File: src/rtl/pwm_duty_sequencer.sv
// pwm_duty_sequencer: buffers ramp commands and steps PWM duty toward each target at period boundaries
module pwm_duty_sequencer #(
  parameter int PERIOD = 100,
  parameter int DUTY_W = 8,
  parameter int STEP_W = 8,
  parameter int HOLD_W = 8,
  parameter int DEPTH  = 4,
  parameter int LVL_W  = 3
) (
  input  logic              clk,
  input  logic              rst,
  input  logic              cmd_valid,
  output logic              cmd_ready,
  input  logic [DUTY_W-1:0] cmd_target,
  input  logic [STEP_W-1:0] cmd_step,
  input  logic [HOLD_W-1:0] cmd_hold,
  input  logic              abort,
  input  logic              cycle_end,
  output logic [DUTY_W-1:0] duty,
  output logic              duty_load,
  output logic              busy,
  output logic              seq_done,
  output logic [LVL_W-1:0]  fifo_level
);
  localparam int AW = $clog2(DEPTH);
  localparam int CW = DUTY_W + STEP_W + HOLD_W;
  localparam int SW = (DUTY_W > STEP_W ? DUTY_W : STEP_W) + 1;
  typedef enum logic [1:0] {IDLE, RAMP, HOLD} state_t;
  state_t state_q, state_d;
  logic [CW-1:0] mem_q [DEPTH];
  logic [AW-1:0] wr_q, wr_d, rd_q, rd_d;
  logic [LVL_W-1:0] lvl_q, lvl_d;
  logic [DUTY_W-1:0] duty_q, duty_d, tgt_q, tgt_d, nxt, w_tgt;
  logic [STEP_W-1:0] stp_q, stp_d, w_stp;
  logic [HOLD_W-1:0] hld_q, hld_d, cnt_q, cnt_d;
  logic load_q, load_d, done_q, done_d, push, pop;
  logic [SW-1:0] sum, diff;
  assign cmd_ready = (lvl_q != LVL_W'(DEPTH)) && !abort;
  assign push = cmd_valid && cmd_ready;
  assign pop = (state_q == IDLE) && (lvl_q != '0) && !abort;
  assign w_tgt = (cmd_target > DUTY_W'(PERIOD)) ? DUTY_W'(PERIOD) : cmd_target;
  assign w_stp = (cmd_step == '0) ? STEP_W'(1) : cmd_step;
  // widened arithmetic so neither the up-step overflows nor the down-step underflows
  assign sum = SW'(duty_q) + SW'(stp_q);
  assign diff = SW'(duty_q) - SW'(tgt_q);
  assign nxt = (duty_q < tgt_q) ? ((sum > SW'(tgt_q)) ? tgt_q : sum[DUTY_W-1:0])
             : (duty_q > tgt_q) ? ((SW'(stp_q) <= diff) ? duty_q - DUTY_W'(stp_q) : tgt_q)
             : tgt_q;
  assign duty = duty_q;
  assign duty_load = load_q;
  assign seq_done = done_q;
  assign fifo_level = lvl_q;
  assign busy = (state_q != IDLE) || (lvl_q != '0);
  always_comb begin
    state_d = state_q;
    wr_d = wr_q;
    rd_d = rd_q;
    lvl_d = lvl_q;
    duty_d = duty_q;
    tgt_d = tgt_q;
    stp_d = stp_q;
    hld_d = hld_q;
    cnt_d = cnt_q;
    load_d = 1'b0;
    done_d = 1'b0;
    if (abort) begin
      state_d = IDLE;
      wr_d = '0;
      rd_d = '0;
      lvl_d = '0;
      duty_d = '0;
      load_d = duty_q != '0;
    end else begin
      wr_d = wr_q + AW'(push);
      rd_d = rd_q + AW'(pop);
      lvl_d = lvl_q + LVL_W'(push) - LVL_W'(pop);
      if (pop) begin
        {tgt_d, stp_d, hld_d} = mem_q[rd_q];
        state_d = RAMP;
      end
      if (state_q == RAMP && cycle_end) begin
        duty_d = nxt;
        load_d = nxt != duty_q;
        state_d = (nxt == tgt_q) ? HOLD : RAMP;
        cnt_d = (nxt == tgt_q) ? hld_q : cnt_q;
      end
      if (state_q == HOLD && cycle_end) begin
        done_d = cnt_q == '0;
        state_d = (cnt_q == '0) ? IDLE : HOLD;
        cnt_d = cnt_q - HOLD_W'(cnt_q != '0);
      end
    end
  end
  always_ff @(posedge clk) begin
    if (push && !rst) mem_q[wr_q] <= {w_tgt, w_stp, cmd_hold};
  end
  always_ff @(posedge clk) begin
    if (rst) begin
      state_q <= IDLE;
      wr_q <= '0;
      rd_q <= '0;
      lvl_q <= '0;
      duty_q <= '0;
      tgt_q <= '0;
      stp_q <= '0;
      hld_q <= '0;
      cnt_q <= '0;
      load_q <= 1'b0;
      done_q <= 1'b0;
    end else begin
      state_q <= state_d;
      wr_q <= wr_d;
      rd_q <= rd_d;
      lvl_q <= lvl_d;
      duty_q <= duty_d;
      tgt_q <= tgt_d;
      stp_q <= stp_d;
      hld_q <= hld_d;
      cnt_q <= cnt_d;
      load_q <= load_d;
      done_q <= done_d;
    end
  end
endmodule
File: config.mk
export PLATFORM = sky130hd
export DESIGN_NAME = pwm_duty_sequencer
export DESIGN_NICKNAME = d
export VERILOG_FILES = /design/src/rtl/pwm_duty_sequencer.sv
export SDC_FILE = /design/constraint.sdc
export NUM_CORES = 1
export LEC_CHECK = 0
export BUFFER_PORTS_ARGS = -buffer_cell sky130_fd_sc_hd__buf_2
export CAP_MARGIN = 20
export CELL_PAD_IN_SITES_DETAIL_PLACEMENT = 0
export CELL_PAD_IN_SITES_GLOBAL_PLACEMENT = 1
export CORE_MARGIN = 5
export CORE_UTILIZATION = 40
export CTS_BUF_LIST = sky130_fd_sc_hd__clkbuf_8
export CTS_CLUSTER_DIAMETER = 30
export DETAILED_ROUTE_END_ITERATION = 6
export GPL_TIMING_DRIVEN = 0
export PLACE_DENSITY = 0.72
export SYNTH_ARGS = -nofsm -noshare
export SYNTH_HDL_FRONTEND = slang
export SYNTH_SLANG_ARGS = --single-unit
export TNS_END_PERCENT = 30
File: constraint.sdc
create_clock -name clk -period 13.1 [get_ports clk]
set_input_delay 1.31 -clock clk [delete_from_list [all_inputs] [get_ports clk]]
set_output_delay 1.31 -clock clk [all_outputs]
set_load 0.02 [all_outputs]
==> run_results.csv, run 1 <==
group,metric,value,unit
place,dpl.hpwl,13500,um
hold_path,hp-start,"hld_q[6]$_SDFFE_PP0P_",
final_layout,antenna_cells,0,
floorplan,chipHeight,150,um
sta,timing.fmax,0.192,GHz
sta,final_hold_viol_count,0,
synth,synth.top_cell.area_share,36.9,%
sta,setup_viol,0,
pwr,power_leakage,3.20,nW
floorplan,core,19300,um2
route,drtPass1Iterations,5,
synth,synth_flop_cell,"edfxtp_1",
synth,ys_ff_latch,147,
place,place_congestion,0.931,
sta,fin_crit_sh,39.7,%
route,antenna_violating_nets_post_route,0,
synth,synth_area,7820,um2
clock_network,cts_resized,0,
clock_network,cts_buffer_depth,2,
sta,rsz0062_at_grt,"no",
route,remaining_drc_errors,0,
critical_path,rrSetupSlack,7.90,ns
hold_path,hold_path_class,"flip-flop to flip-flop",
sta,fin_tns_setup,0,ns
synth,synth_area_leader_cell,"edfxtp_1",
global_route,grt_pass1_wl,29400,um
synth,synthArstFlopShare,0,%
critical_path,worst_ep_required_time,13.44,ns
clock_network,cts.sinks,147,
clock_network,numCtsBuffers,17,
synth,synth_area_leaders,"edfxtp_1 (37%), dfxtp_1 (13%), ha_1 (7.2%), mux4_2 (6.9%), nand2_1 (3.7%)",
synth,postSynthAreaPerCell,11.3,um2
synth,syn_inst,694,
floorplan,die_w,150,um
route,drtIter0Drc,415,
route,route.detailed.wl_per_inst,17.3,um
synth,ys_seq_area_share,49.9,%
pwr,ir_worst_vdd,0.0000725,V
sta,holdWs,0.479,ns
synth,synth.distinct_cells,79,
sta,tightest_slew,0.862,ns
sta,slew_viol_final,0,
clock_network,postCtsSetupBuffers,0,
critical_path,path_max_fanout,10,
clock_network,cts_root_buffer,"clkbuf_8",
synth,synth_warnings,0,
global_route,first_global_vias,5693,
floorplan,die_area,22400,um2
sta,skew,0.0136,ns
clock_network,tritoncts,"built",
final_layout,fillers,1790,
global_route,grt_max_degree,18,
place,port_buffers,43,
hold_path,hold_path_depth,2,
hold_path,hold_path_end,"hld_q[6]$_SDFFE_PP0P_",
critical_path,r2r_start,"duty[4]$_SDFFE_PP0P_",
clock_network,insertion_delay,0.45,ns
global_route,grt-ovfl-total,0,
clock_network,clk_pin_slew,0.09,ns
clock_network,ctsHoldBuffers,0,
floorplan,placementRows,51,
floorplan,ios,44,
final_layout,nets,843,
route,routed_wl,18000,um
synth,synth_edf_count,96,
global_route,antenna_found_initial,0,
final_layout,syn_to_final_growth,13.3,%
critical_path,start_kind,"flip-flop",
critical_path,critical_path_arrival,5.54,ns
run_status,status,"finished clean",
critical_path,rr_endpoint,"cnt_q[5]$_SDFFE_PP0P_",
critical_path,crit_type,"flip-flop to flip-flop",
route,routed_via_density,5.33,
floorplan,start_util,40.5,%
critical_path,r2r_cells,19,
final_layout,final_layout_size_suffix_gt1_share,17.9,%
synth,synth_common_cells,"edfxtp_1 (96), nand2_1 (77), dfxtp_1 (51), a21oi_1 (46), ha_1 (45)",
critical_path,endpoint_kind,"flip-flop",
sta,min_period,5.20,ns
synth,yosysMostFrequentCell,"edfxtp_1",
global_route,grt_use_total,16.8,%
job,maxCapViolCount,0,
sta,slew_headroom,42.6,%
clock_network,h-tree-depth,4,
pwr,p_per_area,120,nW/um2
route,vias,5559,
==> layout by cell type, fill, tap and decap left out, drive strengths merged, types with 11 or more instances in the layout <==
cell,n
ha,45
nand2,77
clkbuf,45
dfxtp,51
nor3,17
edfxtp,96
inv,51
a21o,11
and2,11
mux4,24
a21oi,46
o21ai,21
buf,58
xnor2,18
nor2,44
xor2,12
==> state kept, by name (all words and copies together), names as in the netlist <==
register,cells
stp_q,8
duty_load,1
hld_q,8
rd_q,2
state_q,2
mem_q,96
fifo_level,3
seq_done,1
wr_q,2
duty,8
tgt_q,8
cnt_q,8
==> worst max path at each step <==
| stage | startpoint | endpoint | cells past startpoint |
|---|---|---|---|
| after global placement | abort | mem_q[0][15]$_DFFE_PP_ | 5 |
| final | duty[4]$_SDFFE_PP0P_ | cnt_q[5]$_SDFFE_PP0P_ | 19 |
| after floorplan | abort | mem_q[0][0]$_DFFE_PP_ | 4 |
| after CTS | duty[1]$_SDFFE_PP0P_ | cnt_q[5]$_SDFFE_PP0P_ | 19 |
| after global routing | duty[3]$_SDFFE_PP0P_ | duty_load$_SDFF_PP0_ | 18 |
| after detailed placement | duty[1]$_SDFFE_PP0P_ | cnt_q[5]$_SDFFE_PP0P_ | 19 |
==> final cells by class <==
class	instances	area [um2]	area share (%)
plain buffers	37	159	1.79
multi-input cells	472	3630	40.9
flip-flops and latches	147	3900	44.1
clock inverters	15	154	1.74
inverters	41	154	1.74
repair buffers	49	295	3.33
well taps	265	332	3.74
clock buffers	17	234	2.64
==> stage by stage <==
stage               utilization, %  instances  setup slack (ns)  area, um2  total power [mW]
global route                  45.8       1043              7.59       8860              1.12
CTS                           45.8       1043              7.92       8860              1.07
detailed placement            43.8       1011              7.96       8470             0.728
finish                        45.8       1043              7.90       8860              1.07
floorplan                        -        697              8.22       7830             0.673
global placement              43.3       1005              6.46       8380             0.723
==> cells by family (layout without fill, tap and decap cells) <==
group,count (synthesis),count (layout),synth area share [%]
and+or+nand+nor,208,208,13.0
other,1,4,0.0479
xor gates and xnor gates,30,30,3.46
adders and majority gates,49,49,8.22
DFF,147,147,49.9
buffers and inverters,78,159,4.00
muxes,31,31,7.87
AOI/OAI and AO/OA,150,150,13.5
==> critical path, stage by stage, from the launching register on <==
cell	delay, ns
dfxtp_1	0.61
ha_1	0.37
a21oi_1	0.28
nand2_1	0.12
or2_2	0.34
a21o_1	0.19
a21oi_1	0.16
xor2_1	0.17
ha_1	0.27
and3_1	0.19
and3_1	0.18
a211o_1	0.26
o221ai_1	0.30
buf_2	0.29
o22ai_1	0.19
mux2i_2	0.24
nand4_4	0.21
or2_1	0.28
buf_6	0.15
o311a_1	0.29
==> where the power goes <==
part	switching, mW	total (mW)	internal [mW]
clock network	0.188	0.346	0.158
registers	0.00725	0.508	0.501
logic	0.126	0.211	0.0856
==> layer usage <==
layer	track usage, %	up-vias	part of all wire (%)
met5	0	-	0
met4	4.12	0	1.1
met3	3.51	18	4.6
met2	27.3	114	47
met1	23.1	2700	47
li1	-	2727	-
Note: power is estimated with default switching activity, not from simulation.
==> inputs of run 2 (changes only) <==
==> constraint.sdc (replaced) <==
create_clock -name clk -period 5.3 [get_ports clk]
set_input_delay 0.53 -clock clk [delete_from_list [all_inputs] [get_ports clk]]
set_output_delay 0.53 -clock clk [all_outputs]
set_load 0.02 [all_outputs]
==> run 2 against run 1 <==
  * Clock-buffer cell count did not move
  * Clock power grew 150%
  * Cell area rose by 0.27%
  * Die area is the same
  * Power is 150% higher
  * Cell count unchanged
  * Worst hold slack got worse by 0.19 ns
  * Maximum frequency grew 4.3%
==> run_results.csv, run 2 (same netlist as run 1, synthesis figures left out) <==
group,metric,value,unit
clock_network,h-tree-depth,4,
critical_path,path_max_fanout,10,
sta,rsz0062_at_grt,"no",
final_layout,fillers,1781,
place,place_congestion,0.931,
final_layout,mostFrequentLayoutCell,"edfxtp_1",
critical_path,worst_ep_required_time,5.64,ns
sta,final.setup.worst_slack,0.311,ns
route,routed_via_density,5.39,
clock_network,cts_resized,0,
pwr,p_int,1.85,mW
route,routed_wl,18000,um
place,pre_cts_ws,0.156,ns
clock_network,tritoncts,"built",
sta,timing.fmax,0.200,GHz
global_route,grt_pass1_wl,29400,um
pwr,p_seq_share,47.5,%
pwr,ir_worst_vdd,0.000179,V
sta,skew,0.0129,ns
sta,tightest_slew,0.861,ns
critical_path,crit_type,"flip-flop to flip-flop",
floorplan,placementRows,51,
place,dpl.hpwl,13500,um
route,antenna_violating_nets_post_route,0,
hold_path,hold_path_end,"mem_q[3][1]$_DFFE_PP_",
sta,slew_headroom,42.6,%
pwr,sw_frac_of_total,30.1,%
place,port_buffers,43,
pwr,p_per_area,298,nW/um2
global_route,grt_max_degree,18,
route,vias,5620,
final_layout,syn_to_final_growth,13.6,%
final_layout,final_cell_mix,"edfxtp_1 (96), nand2_1 (77), dfxtp_1 (48)",
clock_network,numCtsBuffers,17,
critical_path,endpoint_kind,"flip-flop",
global_route,first_global_vias,5693,
critical_path,rrSetupSlack,0.31,ns
pwr,power.total,2.64,mW
final_layout,nets,843,
floorplan,die_area,22400,um2
final_layout,final_layout_size_suffix_gt1_share,18.6,%
floorplan,start_util,40.5,%
global_route,antenna_found_initial,0,
pwr,p_switching,0.797,mW
pwr,combinationalPowerShare,20.2,%
critical_path,start_kind,"flip-flop",
sta,fin_crit_sh,94.1,%
floorplan,ios,44,
final_layout,largest_register_ffs,96,
critical_path,r2r_start,"tgt_q[1]$_SDFFE_PP0P_",
clock_network,cts_buffer_depth,2,
clock_network,cts_root_buffer,"clkbuf_8",
clock_network,clk_pin_slew,0.09,ns
clock_network,ctsHoldBuffers,0,
route,drtIter0Drc,397,
global_route,grt-ovfl-total,0,
hold_path,hold_path_depth,1,
run_status,status,"finished clean",
critical_path,critical_path_arrival,5.33,ns
sta,min_period,4.99,ns
clock_network,insertion_delay,0.45,ns
route,drtPass1Iterations,5,
hold_path,hold_path_class,"input port to flip-flop",
final_layout,regMostFlops,"mem_q",
floorplan,core,19300,um2
sta,final_hold_viol_count,0,
hold_path,hp-start,"cmd_hold[1]",
critical_path,cp-startpoint,"tgt_q[1]$_SDFFE_PP0P_",
critical_path,r2r_cells,20,
job,maxCapViolCount,0,
final_layout,antenna_cells,0,
pwr,clock_power_share,32.3,%
floorplan,die_w,150,um
clock_network,postCtsSetupBuffers,0,
sta,slew_viol_final,0,
final_layout,post-route-util,45.9,%
route,remaining_drc_errors,0,
route,route.detailed.wl_per_inst,17.3,um
clock_network,cts.sinks,147,
global_route,grt_use_total,16.8,%
sta,setup_viol,0,
critical_path,rr_endpoint,"cnt_q[5]$_SDFFE_PP0P_",
floorplan,chipHeight,150,um
pwr,power_leakage,3.20,nW
-- run 2: changes by cell type in the layout (fill, tap and decap cells not counted), sizes merged --
cell and change:
buf -1, clkbuf +1
-- run 2: power by group through the flow --
stage / logic (mW) / registers, mW / clock network, mW
floorplan: 0.383 / 1.28 / 0
global placement: 0.505 / 1.28 / 0
detailed placement: 0.516 / 1.28 / 0
CTS: 0.519 / 1.26 / 0.880
global route: 0.586 / 1.26 / 0.932
finish: 0.534 / 1.26 / 0.853
-- run 2: worst max-delay path by stage --
stage | to | slack (ns)
after floorplan | cnt_q[2]$_SDFFE_PP0P_ | 0.72
after global placement | mem_q[0][15]$_DFFE_PP_ | -0.56
after detailed placement | cnt_q[5]$_SDFFE_PP0P_ | 0.16
after CTS | cnt_q[5]$_SDFFE_PP0P_ | 0.12
after global routing | duty_load$_SDFF_PP0_ | 0.07
final | cnt_q[5]$_SDFFE_PP0P_ | 0.31
-- run 2: layout make-up --
| cell class | count | area (um2) | area share [%] |
|---|---|---|---|
| multi-input combinational | 472 | 3640 | 41.0 |
| timing repair buffer | 49 | 295 | 3.32 |
| tap | 265 | 332 | 3.73 |
| clock buffer | 17 | 234 | 2.63 |
| inverter | 41 | 154 | 1.73 |
| clock inverter | 15 | 154 | 1.73 |
| buffer | 37 | 161 | 1.82 |
| sequential | 147 | 3910 | 44.0 |
-- run 2: per-layer routing --
layer  wire [um]  global-route usage (%)  vias to the layer above
li1            -                       -                     2726
met1        8460                    23.1                     2728
met2        8470                    27.3                      139
met3         815                    3.51                       27
met4         272                    4.12                        0
met5           0                       0                        -
-- run 2: critical path: stages, from the launching register on --
cell      delay (ns)
dfxtp_1         0.41
inv_1           0.16
ha_1            0.32
nor2b_1         0.15
o2111a_1        0.26
or2_2           0.32
a21o_1          0.19
a21oi_1         0.16
xor2_1          0.17
ha_1            0.27
and3_1          0.19
and3_1          0.18
a211o_1         0.27
o221ai_2        0.23
clkbuf_4        0.26
o22ai_1         0.17
mux2i_2         0.24
nand4_4         0.21
or2_1           0.28
buf_6           0.15
o311a_1         0.29
-- run 2: per-stage QoR --
step	setup TNS, ns	instance area [um2]	std cells	hold slack (ns)
6_report	0	8880	1043	0.292
5_1_grt	0	8880	1043	0.262
3_5_place_dp	0	8470	1011	0.459
4_1_cts	0	8860	1043	0.266
2_1_floorplan	0	7830	697	0.433
3_3_place_gp	-13.49	8380	1005	0.457
==> inputs of run 3 (changes only) <==
--- a/config.mk
+++ b/config.mk
@@ -10,12 +10,12 @@
 export CELL_PAD_IN_SITES_DETAIL_PLACEMENT = 0
 export CELL_PAD_IN_SITES_GLOBAL_PLACEMENT = 1
 export CORE_MARGIN = 5
-export CORE_UTILIZATION = 40
+export CORE_UTILIZATION = 51
 export CTS_BUF_LIST = sky130_fd_sc_hd__clkbuf_8
 export CTS_CLUSTER_DIAMETER = 30
 export DETAILED_ROUTE_END_ITERATION = 6
 export GPL_TIMING_DRIVEN = 0
-export PLACE_DENSITY = 0.72
+export PLACE_DENSITY = 0.87
 export SYNTH_ARGS = -nofsm -noshare
 export SYNTH_HDL_FRONTEND = slang
 export SYNTH_SLANG_ARGS = --single-unit
==> run 3 against run 2 <==
  * Setup slack worse by 0.026 ns
  * Global-route usage up 3.5 points
  * Sequential power about the same
  * Cell area down 1.1%
  * Via count barely moved
  * Non-clock buffer count unchanged
  * Routed wire length decreased by 2.6%
==> run_results.csv, run 3 (same netlist as run 1, synthesis figures left out) <==
group,metric,value,unit
run_status,status,"finished clean",
sta,setup_viol,0,
final_layout,register_area,3910,um2
global_route,grt_pass1_wl,28600,um
floorplan,die_area,17900,um2
route,antenna_violating_nets_post_route,0,
pwr,p_seq_share,47.6,%
clock_network,h-tree-depth,4,
hold_path,hold_path_depth,1,
pwr,ir_worst_vdd,0.000271,V
clock_network,cts_buffer_depth,2,
sta,skew,0.0154,ns
clock_network,clk_pin_slew,0.08,ns
place,port_buffers,43,
route,drtPass1Iterations,5,
route,route.detailed.wl_per_inst,18.2,um
final_layout,final_layout_size_suffix_gt1_share,18.3,%
critical_path,critical_path_arrival,5.32,ns
route,remaining_drc_errors,0,
route,routed_wl,17600,um
critical_path,start_kind,"flip-flop",
sta,holdWs,0.297,ns
hold_path,hold_path_class,"input port to flip-flop",
route,drtIter0Drc,424,
final_layout,mostFrequentLayoutCell,"edfxtp_1",
pwr,power_leakage,3.19,nW
critical_path,worst_ep_required_time,5.61,ns
pwr,combinationalPowerShare,20.1,%
final_layout,regMostFlops,"mem_q",
pwr,p_per_area,301,nW/um2
global_route,antenna_found_initial,0,
final_layout,nets,843,
final_layout,fin_area,8780,um2
clock_network,postCtsSetupBuffers,0,
sta,rsz0062_at_grt,"no",
global_route,first_global_vias,5620,
sta,tightest_slew,0.877,ns
floorplan,ios,44,
place,place_congestion,0.933,
sta,slew_viol_final,0,
critical_path,r2r_cells,18,
pwr,clock_power_share,32.3,%
floorplan,start_util,51.6,%
clock_network,cts_resized,0,
critical_path,path_max_fanout,9,
sta,min_period,5.01,ns
route,routed_via_density,5.82,
sta,slew_headroom,41.0,%
global_route,grt-ovfl-total,0,
final_layout,final_cell_mix,"edfxtp_1 (96), nand2_1 (77), dfxtp_1 (48)",
pwr,p_switching,0.765,mW
clock_network,cts.sinks,147,
clock_network,cts_root_buffer,"clkbuf_8",
floorplan,core,15100,um2
pwr,p_int,1.88,mW
pwr,sw_frac_of_total,28.9,%
clock_network,ctsHoldBuffers,0,
final_layout,antenna_cells,0,
final_layout,largest_register_ffs,96,
place,dpl-instance-area,8370,um2
sta,timing.fmax,0.199,GHz
critical_path,endpoint_kind,"flip-flop",
global_route,grt_max_degree,18,
floorplan,placementRows,45,
sta,fin_tns_setup,0,ns
route,vias,5625,
floorplan,chipHeight,134,um
place,dpl.hpwl,13200,um
pwr,power.total,2.64,mW
floorplan,die_w,134,um
final_layout,syn_to_final_growth,12.3,%
final_layout,multi_input_area,3640,um2
critical_path,crit_type,"flip-flop to flip-flop",
final_layout,fillers,1256,
job,maxCapViolCount,0,
sta,fin_crit_sh,94.6,%
clock_network,insertion_delay,0.44,ns
clock_network,tritoncts,"built",
global_route,grt_use_total,20.3,%
sta,final_hold_viol_count,0,
clock_network,numCtsBuffers,17,
-- run 3: cell type report --
type / instances / share of cell area (%)
plain buffers: 37 / 1.84
clock buffers: 17 / 2.66
clock inverters: 15 / 1.78
inverters: 41 / 1.75
multi-input cells: 472 / 41.4
flip-flops and latches: 147 / 44.5
well taps: 188 / 2.68
repair buffers: 49 / 3.36
-- run 3: final timing paths --
kind / start / endpoint / slack, ns
worst max-delay path: stp_q[0]$_SDFFE_PP0P_ / duty_load$_SDFF_PP0_ / 0.29
worst min-delay path: cmd_hold[6] / mem_q[2][6]$_DFFE_PP_ / 0.30
worst max register to register: stp_q[0]$_SDFFE_PP0P_ / duty_load$_SDFF_PP0_ / 0.29
worst min register to register: hld_q[6]$_SDFFE_PP0P_ / hld_q[6]$_SDFFE_PP0P_ / 0.47
-- run 3: power by group through the flow --
stage | Clock, mW | Sequential, mW | Combinational [mW]
after floorplan | 0 | 1.28 | 0.383
after global placement | 0 | 1.28 | 0.500
after detailed placement | 0 | 1.28 | 0.516
after CTS | 0.870 | 1.26 | 0.518
after global routing | 0.922 | 1.26 | 0.584
final | 0.853 | 1.26 | 0.532
-- run 3: routing by layer --
metal  global-route usage [%]  part of all wire [%]  vias up
met2                     33.0                    48      156
met4                     6.34                   1.7        0
met1                     27.7                    46     2726
met3                     3.90                   4.6       25
li1                         -                     -     2718
met5                        0                     0        -
-- run 3: worst max-delay path: stages, from the launching register on --
cell	delay (ns)
dfxtp_1	0.44
ha_1	0.27
fa_1	0.32
nand2b_1	0.13
a221oi_2	0.34
mux2_2	0.37
or2_2	0.35
inv_1	0.07
ha_1	0.23
a21o_1	0.17
a21o_1	0.17
o211ai_1	0.25
nand4_2	0.28
and2_1	0.23
buf_2	0.17
a221oi_2	0.39
xor2_1	0.12
a2111oi_1	0.41
a31oi_1	0.16
-- run 3: metrics by stage --
stage               utilization (%)  instances  setup slack, ns
floorplan                         -        697            0.724
global placement               54.7        928           -0.332
detailed placement             55.3        934            0.183
CTS                            57.9        966            0.151
global route                   58.0        966           0.0232
finish                         58.0        966            0.286
